<file path="config.mk">
export PLATFORM = sky130hd
export DESIGN_NAME = kvadd2_adder_arbiter
export DESIGN_NICKNAME = d
export VERILOG_FILES = /design/src/rtl/kvadd2_pkg.sv /design/src/rtl/kvadd2_rr_arbiter.sv /design/src/rtl/kvadd2_adder_arbiter.sv
export SDC_FILE = /design/constraint.sdc
export NUM_CORES = 2
export LEC_CHECK = 0
export BUFFER_PORTS_ARGS = -buffer_cell sky130_fd_sc_hd__buf_4
export CAP_MARGIN = 20
export CORE_AREA = 2 2 748 750
export DETAILED_ROUTE_END_ITERATION = 8
export DIE_AREA = 0 0 750 752
export MAX_ROUTING_LAYER = met4
export PLACE_DENSITY = 0.3
export SYNTH_ARGS = -nofsm -noshare
export SYNTH_HDL_FRONTEND = slang
export SYNTH_SLANG_ARGS = --single-unit
</file>
<file path="constraint.sdc">
create_clock -name aclk -period 25.1 [get_ports aclk]
set_input_delay 2.51 -clock aclk [delete_from_list [all_inputs] [get_ports aclk]]
set_output_delay 2.51 -clock aclk [all_outputs]
set_load 0.05 [all_outputs]
</file>
<file path="src/rtl/kvadd2_pkg.sv">
// rtl/kvadd2_pkg.sv - shared state type, index width and round-robin search for the adder arbiter
package kvadd2_pkg;

  typedef enum logic {
    IDLE = 1'b0,
    LOCK = 1'b1
  } arb_state_e;

  localparam int LP_MAX_REQ = 8;

  function automatic int idx_width(input int n);
    return (n <= 2) ? 1 : $clog2(n);
  endfunction

  // First set bit strictly after ptr, wrapping modulo n; descending scan so the nearest wins.
  function automatic int rr_first(input logic [LP_MAX_REQ-1:0] req, input int ptr, input int n);
    int         pick;
    int         idx;
    logic [2:0] sel;
    pick = 0;
    for (int k = n; k >= 1; k--) begin
      idx = (ptr + k) % n;
      sel = 3'(idx);
      if (req[sel]) pick = idx;
    end
    return pick;
  endfunction

endpackage

</file>
<file path="src/rtl/kvadd2_rr_arbiter.sv">
// rtl/kvadd2_rr_arbiter.sv - combinational round-robin pick starting after rr_ptr
module kvadd2_rr_arbiter
  import kvadd2_pkg::*;
#(
  parameter int C_NUM_REQ = 2,
  parameter int IDX_W     = 1
) (
  input  logic [C_NUM_REQ-1:0] req,
  input  logic [IDX_W-1:0]     rr_ptr,
  output logic [IDX_W-1:0]     grant_idx,
  output logic                 any_req
);

  logic [LP_MAX_REQ-1:0] req_ext;

  always_comb begin
    req_ext                = '0;
    req_ext[C_NUM_REQ-1:0] = req;
    grant_idx              = IDX_W'(rr_first(req_ext, int'(rr_ptr), C_NUM_REQ));
    any_req                = |req;
  end

endmodule

</file>
<file path="src/rtl/kvadd2_adder_arbiter.sv">
// rtl/kvadd2_adder_arbiter.sv - packet-granular round-robin arbiter feeding one shared adder stream
module kvadd2_adder_arbiter
  import kvadd2_pkg::*;
#(
  parameter int C_NUM_REQ          = 2,
  parameter int C_AXIS_TDATA_WIDTH = 512,
  parameter int C_ADDER_BIT_WIDTH  = 32,
  parameter int C_AXIS_TID_WIDTH   = 3
) (
  input  logic                                    aclk,
  input  logic                                    areset,
  input  logic [C_NUM_REQ*C_ADDER_BIT_WIDTH-1:0]  req_constant,
  input  logic [C_NUM_REQ-1:0]                    s_axis_tvalid,
  output logic [C_NUM_REQ-1:0]                    s_axis_tready,
  input  logic [C_NUM_REQ*C_AXIS_TDATA_WIDTH-1:0] s_axis_tdata,
  input  logic [C_NUM_REQ*C_AXIS_TDATA_WIDTH/8-1:0] s_axis_tkeep,
  input  logic [C_NUM_REQ-1:0]                    s_axis_tlast,
  output logic                                    m_axis_tvalid,
  input  logic                                    m_axis_tready,
  output logic [C_AXIS_TDATA_WIDTH-1:0]           m_axis_tdata,
  output logic [C_AXIS_TDATA_WIDTH/8-1:0]         m_axis_tkeep,
  output logic [C_AXIS_TDATA_WIDTH/8-1:0]         m_axis_tstrb,
  output logic                                    m_axis_tlast,
  output logic [C_AXIS_TID_WIDTH-1:0]             m_axis_tid,
  output logic [C_ADDER_BIT_WIDTH-1:0]            ctrl_constant,
  output logic                                    grant_valid,
  output logic [C_AXIS_TID_WIDTH-1:0]             grant_idx
);

  localparam int LP_IDX_W  = idx_width(C_NUM_REQ);
  localparam int LP_DW     = C_AXIS_TDATA_WIDTH;
  localparam int LP_KW     = C_AXIS_TDATA_WIDTH / 8;
  localparam int LP_CW     = C_ADDER_BIT_WIDTH;

  arb_state_e              state_q, state_d;
  logic [LP_IDX_W-1:0]     rr_ptr_q, rr_ptr_d;
  logic [LP_IDX_W-1:0]     gidx_q, gidx_d;
  logic                    gvalid_q, gvalid_d;
  logic                    m_tvalid_q, m_tvalid_d;
  logic [LP_DW-1:0]        m_tdata_q, m_tdata_d;
  logic [LP_KW-1:0]        m_tkeep_q, m_tkeep_d;
  logic                    m_tlast_q, m_tlast_d;
  logic [C_AXIS_TID_WIDTH-1:0] m_tid_q, m_tid_d;
  logic [LP_CW-1:0]        const_q, const_d;

  logic [LP_IDX_W-1:0]     arb_idx;
  logic                    arb_any;
  logic                    lock;
  logic                    drain_ok;
  logic                    accept;
  logic                    sel_valid;
  logic                    sel_last;
  logic [LP_DW-1:0]        sel_data;
  logic [LP_KW-1:0]        sel_keep;
  logic [LP_CW-1:0]        sel_const;

  kvadd2_rr_arbiter #(
    .C_NUM_REQ (C_NUM_REQ),
    .IDX_W     (LP_IDX_W)
  ) u_rr (
    .req       (s_axis_tvalid),
    .rr_ptr    (rr_ptr_q),
    .grant_idx (arb_idx),
    .any_req   (arb_any)
  );

  always_comb begin
    lock          = (state_q == LOCK);
    drain_ok      = ~m_tvalid_q | m_axis_tready;
    sel_valid     = 1'b0;
    sel_last      = 1'b0;
    sel_data      = '0;
    sel_keep      = '0;
    sel_const     = '0;
    s_axis_tready = '0;
    for (int i = 0; i < C_NUM_REQ; i++) begin
      if (gidx_q == LP_IDX_W'(i)) begin
        sel_valid        = s_axis_tvalid[i];
        sel_last         = s_axis_tlast[i];
        sel_data         = s_axis_tdata[i*LP_DW +: LP_DW];
        sel_keep         = s_axis_tkeep[i*LP_KW +: LP_KW];
        sel_const        = req_constant[i*LP_CW +: LP_CW];
        s_axis_tready[i] = lock & drain_ok;
      end
    end
    accept = lock & drain_ok & sel_valid;

    state_d  = state_q;
    rr_ptr_d = rr_ptr_q;
    gidx_d   = gidx_q;
    gvalid_d = gvalid_q;
    if (state_q == IDLE) begin
      if (arb_any) begin
        gidx_d   = arb_idx;
        gvalid_d = 1'b1;
        state_d  = LOCK;
      end
    end else if (accept && sel_last) begin
      rr_ptr_d = gidx_q;
      gvalid_d = 1'b0;
      state_d  = IDLE;
    end

    // The constant travels with its beat so the adder never sees a stale value across packets.
    m_tvalid_d = m_tvalid_q;
    m_tdata_d  = m_tdata_q;
    m_tkeep_d  = m_tkeep_q;
    m_tlast_d  = m_tlast_q;
    m_tid_d    = m_tid_q;
    const_d    = const_q;
    if (accept) begin
      m_tvalid_d = 1'b1;
      m_tdata_d  = sel_data;
      m_tkeep_d  = sel_keep;
      m_tlast_d  = sel_last;
      m_tid_d    = C_AXIS_TID_WIDTH'(gidx_q);
      const_d    = sel_const;
    end else if (m_axis_tready) begin
      m_tvalid_d = 1'b0;
    end
  end

  always_ff @(posedge aclk or posedge areset) begin
    if (areset) begin
      state_q    <= IDLE;
      rr_ptr_q   <= LP_IDX_W'(C_NUM_REQ - 1);
      gidx_q     <= '0;
      gvalid_q   <= 1'b0;
      m_tvalid_q <= 1'b0;
      m_tdata_q  <= '0;
      m_tkeep_q  <= '0;
      m_tlast_q  <= 1'b0;
      m_tid_q    <= '0;
      const_q    <= '0;
    end else begin
      state_q    <= state_d;
      rr_ptr_q   <= rr_ptr_d;
      gidx_q     <= gidx_d;
      gvalid_q   <= gvalid_d;
      m_tvalid_q <= m_tvalid_d;
      m_tdata_q  <= m_tdata_d;
      m_tkeep_q  <= m_tkeep_d;
      m_tlast_q  <= m_tlast_d;
      m_tid_q    <= m_tid_d;
      const_q    <= const_d;
    end
  end

  assign m_axis_tvalid = m_tvalid_q;
  assign m_axis_tdata  = m_tdata_q;
  assign m_axis_tkeep  = m_tkeep_q;
  assign m_axis_tstrb  = m_tkeep_q;
  assign m_axis_tlast  = m_tlast_q;
  assign m_axis_tid    = m_tid_q;
  assign ctrl_constant = const_q;
  assign grant_valid   = gvalid_q;
  assign grant_idx     = C_AXIS_TID_WIDTH'(gidx_q);

endmodule

</file>
==> flow_summary.ini <==
[power_and_ir_drop]
ir_drop_mv = 0.0695
share_seq_of_total_power_pct = 21.7
leakage_nw = 22.9
fin_total_pwr_mw = 8.84
p_per_area_nw_per_um2 = 156
switching_share_pct = 56.9
net_switching_mw = 5.03
intPower_mw = 3.80
clock_power_share_pct = 15.7
combPwrFrac_pct = 62.6

[synth]
yosysWarnings = 0
synth_simple_gate_area_share_pct = 0.199
synth.avg_cell_area_um2 = 10.7
synthesis.instances = 2873
muxShareOfSynthArea_pct = 19.8
synth-xor-area-share_pct = 0
mappedNetlistArea_um2 = 30800
yosys_register_bits = 615
synth_compound_area_share_pct = 23.6
ys_seq_area_share_pct = 50.0
main_combinational_cell_family_by_area_after_synthesis = compound AO/OA/AOI/OAI gates
synthDistinctLibCells = 25
synth-adder-area-share_pct = 0

[place]
globalplace.congestion = 0.966
numPortBuffers = 1901
placed_area_um2 = 53100
dp.cells = 11900
dp_hpwl_mm = 354

[floorplanning]
fp.dieArea_um2 = 564000
std_cell_rows = 274
die_x_um = 750
core_area_um2 = 556000
chipHeight_um = 752
initial_utilization_pct = 5.54
ios = 1906

[route]
detail_routed_net_length_per_standard_cell_um = 32.9
vias = 34800
drt.antenna.violating_nets = 0
drt_first_iter_violations = 2584
overall_routed_net_length_mm = 404
drt_pass1_iterations = 6
via_per_inst = 2.83
drc = 0

[sta]
max_slew.worst_pin.slew_ps = 1040
timing.fmax_mhz = 147
slew_headroom_pct = 28.8
post-route-period-util_pct = 27.1
period_needed_ps = 6810
finalHoldViolations = 0
rsz_0062_raised_after_global_routing = false
finClkSkew_ps = 55.4
setup_violations = 0
totalNegativeSetupSlack_ps = 0
final_max_slew_viol_count = 0

[worst_setup_path]
critical_path.endpoint_type = output port
crit_fanout = 57
crit_required_ps = 22590
worstSetupPathType = input port to output port
critPathLaunchType = input port
cp.arrival_ps = 4300

[clock_network]
cts_max_level = 3
ctsLongestPathBuffers = 4
cts_hold_buffers = 0
numClockSinks = 615
cts_resized = 0
clk_latency_ps = 850
cts_buffers = 94
master_cell_of_the_clock_root_buffer = clkbuf_16
clk_pin_slew_worst_paths_ps = 60
cts_tree = yes
postCtsSetupRepairBufs = 0

[layout]
nFillCells = 64200
layout_commonest_cell = buf_4
final_util_pct = 10.2
final_layout_size_suffix_gt1_share_pct = 48.2
layout.cell_area.non_filler_um2 = 56700
final_cell_count_no_fill = 12300
area_growth_syn_to_layout_pct = 84.3
mostFrequentLayoutCells = 1963 x buf_4, 612 x dfrtp_1, 608 x mux2i_1
final_net_count = 5757

[grt]
globalRouteOverflowTotal = 0
via_count_of_the_first_global_routing_pass = 34900
grt_first_pass_wirelength_mm = 480
grt_max_degree = 146
track_usage_pct = 14.0
antenna_found_initial = 428

[flow_run]
max-cap-violations = 0

[outcome]
outcome = finished clean

[worst_hold_path]
hp-class = register to register
[cell usage after synthesis]
cell type | instances | area, µm²
buf_1 | 1 | 3.75
nor2_1 | 2 | 7.51
mux2_2 | 1 | 11.3
dfrtp_1 | 614 | 15400
clkbuf_1 | 269 | 1010
mux2i_1 | 608 | 6090
a21oi_1 | 508 | 2540
buf_4 | 70 | 526
conb_1 | 1 | 3.75
a32o_1 | 1 | 10.0
a21boi_0 | 1 | 7.51
o21ai_0 | 1 | 5.00
o2bb2ai_1 | 3 | 26.3
buf_2 | 58 | 290
dfstp_2 | 1 | 26.3
nand4_1 | 1 | 6.26
a31oi_1 | 608 | 3800
mux2_1 | 1 | 11.3
nand3_1 | 2 | 10.0
nand2b_1 | 1 | 6.26
buf_6 | 11 | 124
and3_1 | 2 | 12.5
a21oi_2 | 100 | 876
nand2_1 | 5 | 18.8
inv_1 | 3 | 11.3
[power groups by stage]
| stage | Clock (mW) | Combinational (mW) | Sequential (mW) |
|---|---|---|---|
| detailed placement | 0 | 5.60 | 1.93 |
| CTS | 1.45 | 5.61 | 1.93 |
| global route | 1.48 | 5.78 | 1.98 |
| finish | 1.39 | 5.53 | 1.92 |
| global placement | 0 | 5.58 | 1.93 |
| floorplan | 0 | 1.83 | 3.43 |
[through the flow]
step / hold WS, ps / setup slack, ps
after global routing: 500 / 18180
final: 490 / 18290
after CTS: 487 / 18310
after floorplan: 463 / 5370
after detailed placement: 481 / 17970
after global placement: 480 / 18020
[sequential cells by signal, summed over array words and instances, names as in the netlist]
| register | count |
|---|---|
| lock | 1 |
| m_axis_tvalid | 1 |
| grant_valid | 1 |
| m_axis_tlast | 1 |
| m_axis_tkeep | 64 |
| ctrl_constant | 32 |
| m_axis_tid | 1 |
| m_axis_tdata | 512 |
| gidx_q | 1 |
| rr_ptr_q | 1 |
[kinds of logic (layout without fill, tap and decap cells)]
kind of cell / after synthesis / in the layout
compound gates: 1222 / 1222
simple gates: 13 / 13
flops: 615 / 615
other cells: 1 / 237
buf+inv: 412 / 2130
mux: 610 / 610
[layer usage]
metal / GRT usage (%) / up-vias / part of all wire, %
li1: - / 14600 / -
met4: 3.67 / 0 / 3.3
met2: 20.5 / 2390 / 42
met1: 15.5 / 17300 / 38
met3: 9.54 / 528 / 16
met5: - / - / 0
[area by class of cell]
cell class                 instances  area [µm²]  share of cell area [%]
sequential                       615       15400                    27.1
timing repair buffer            1971       14900                    26.3
multi-input combinational       1849       13500                    23.8
tap                             7452        9320                    16.4
clock buffer                     134        2690                    4.74
antenna                          233         583                    1.03
clock inverter                    22         347                   0.611
inverter                           3        18.8                  0.0331
[worst max-delay path, stage by stage]
cell	delay, ps
buf_4	80
nand2b_4	590
buf_4	510
nand2_1	190
nor2_1	130
buf_4	230
[path summary, 6_finish.rpt]
| check | startpoint | end | slack (ps) | cells after the start |
|---|---|---|---|---|
| hold / removal | rr_ptr_q | rr_ptr_q | 490 | 1 |
| setup / recovery | m_axis_tready | s_axis_tready[0] | 18290 | 6 |
| hold reg to reg | rr_ptr_q | rr_ptr_q | 490 | 1 |
| min in group asynchronous | areset | m_axis_tdata[251] | 1740 | 2 |
| setup reg to reg | gidx_q | m_axis_tdata[446] | 19280 | 8 |
| max in group asynchronous | areset | ctrl_constant[16] | 19450 | 6 |
No activity file was read; power rests on OpenSTA's default activity.
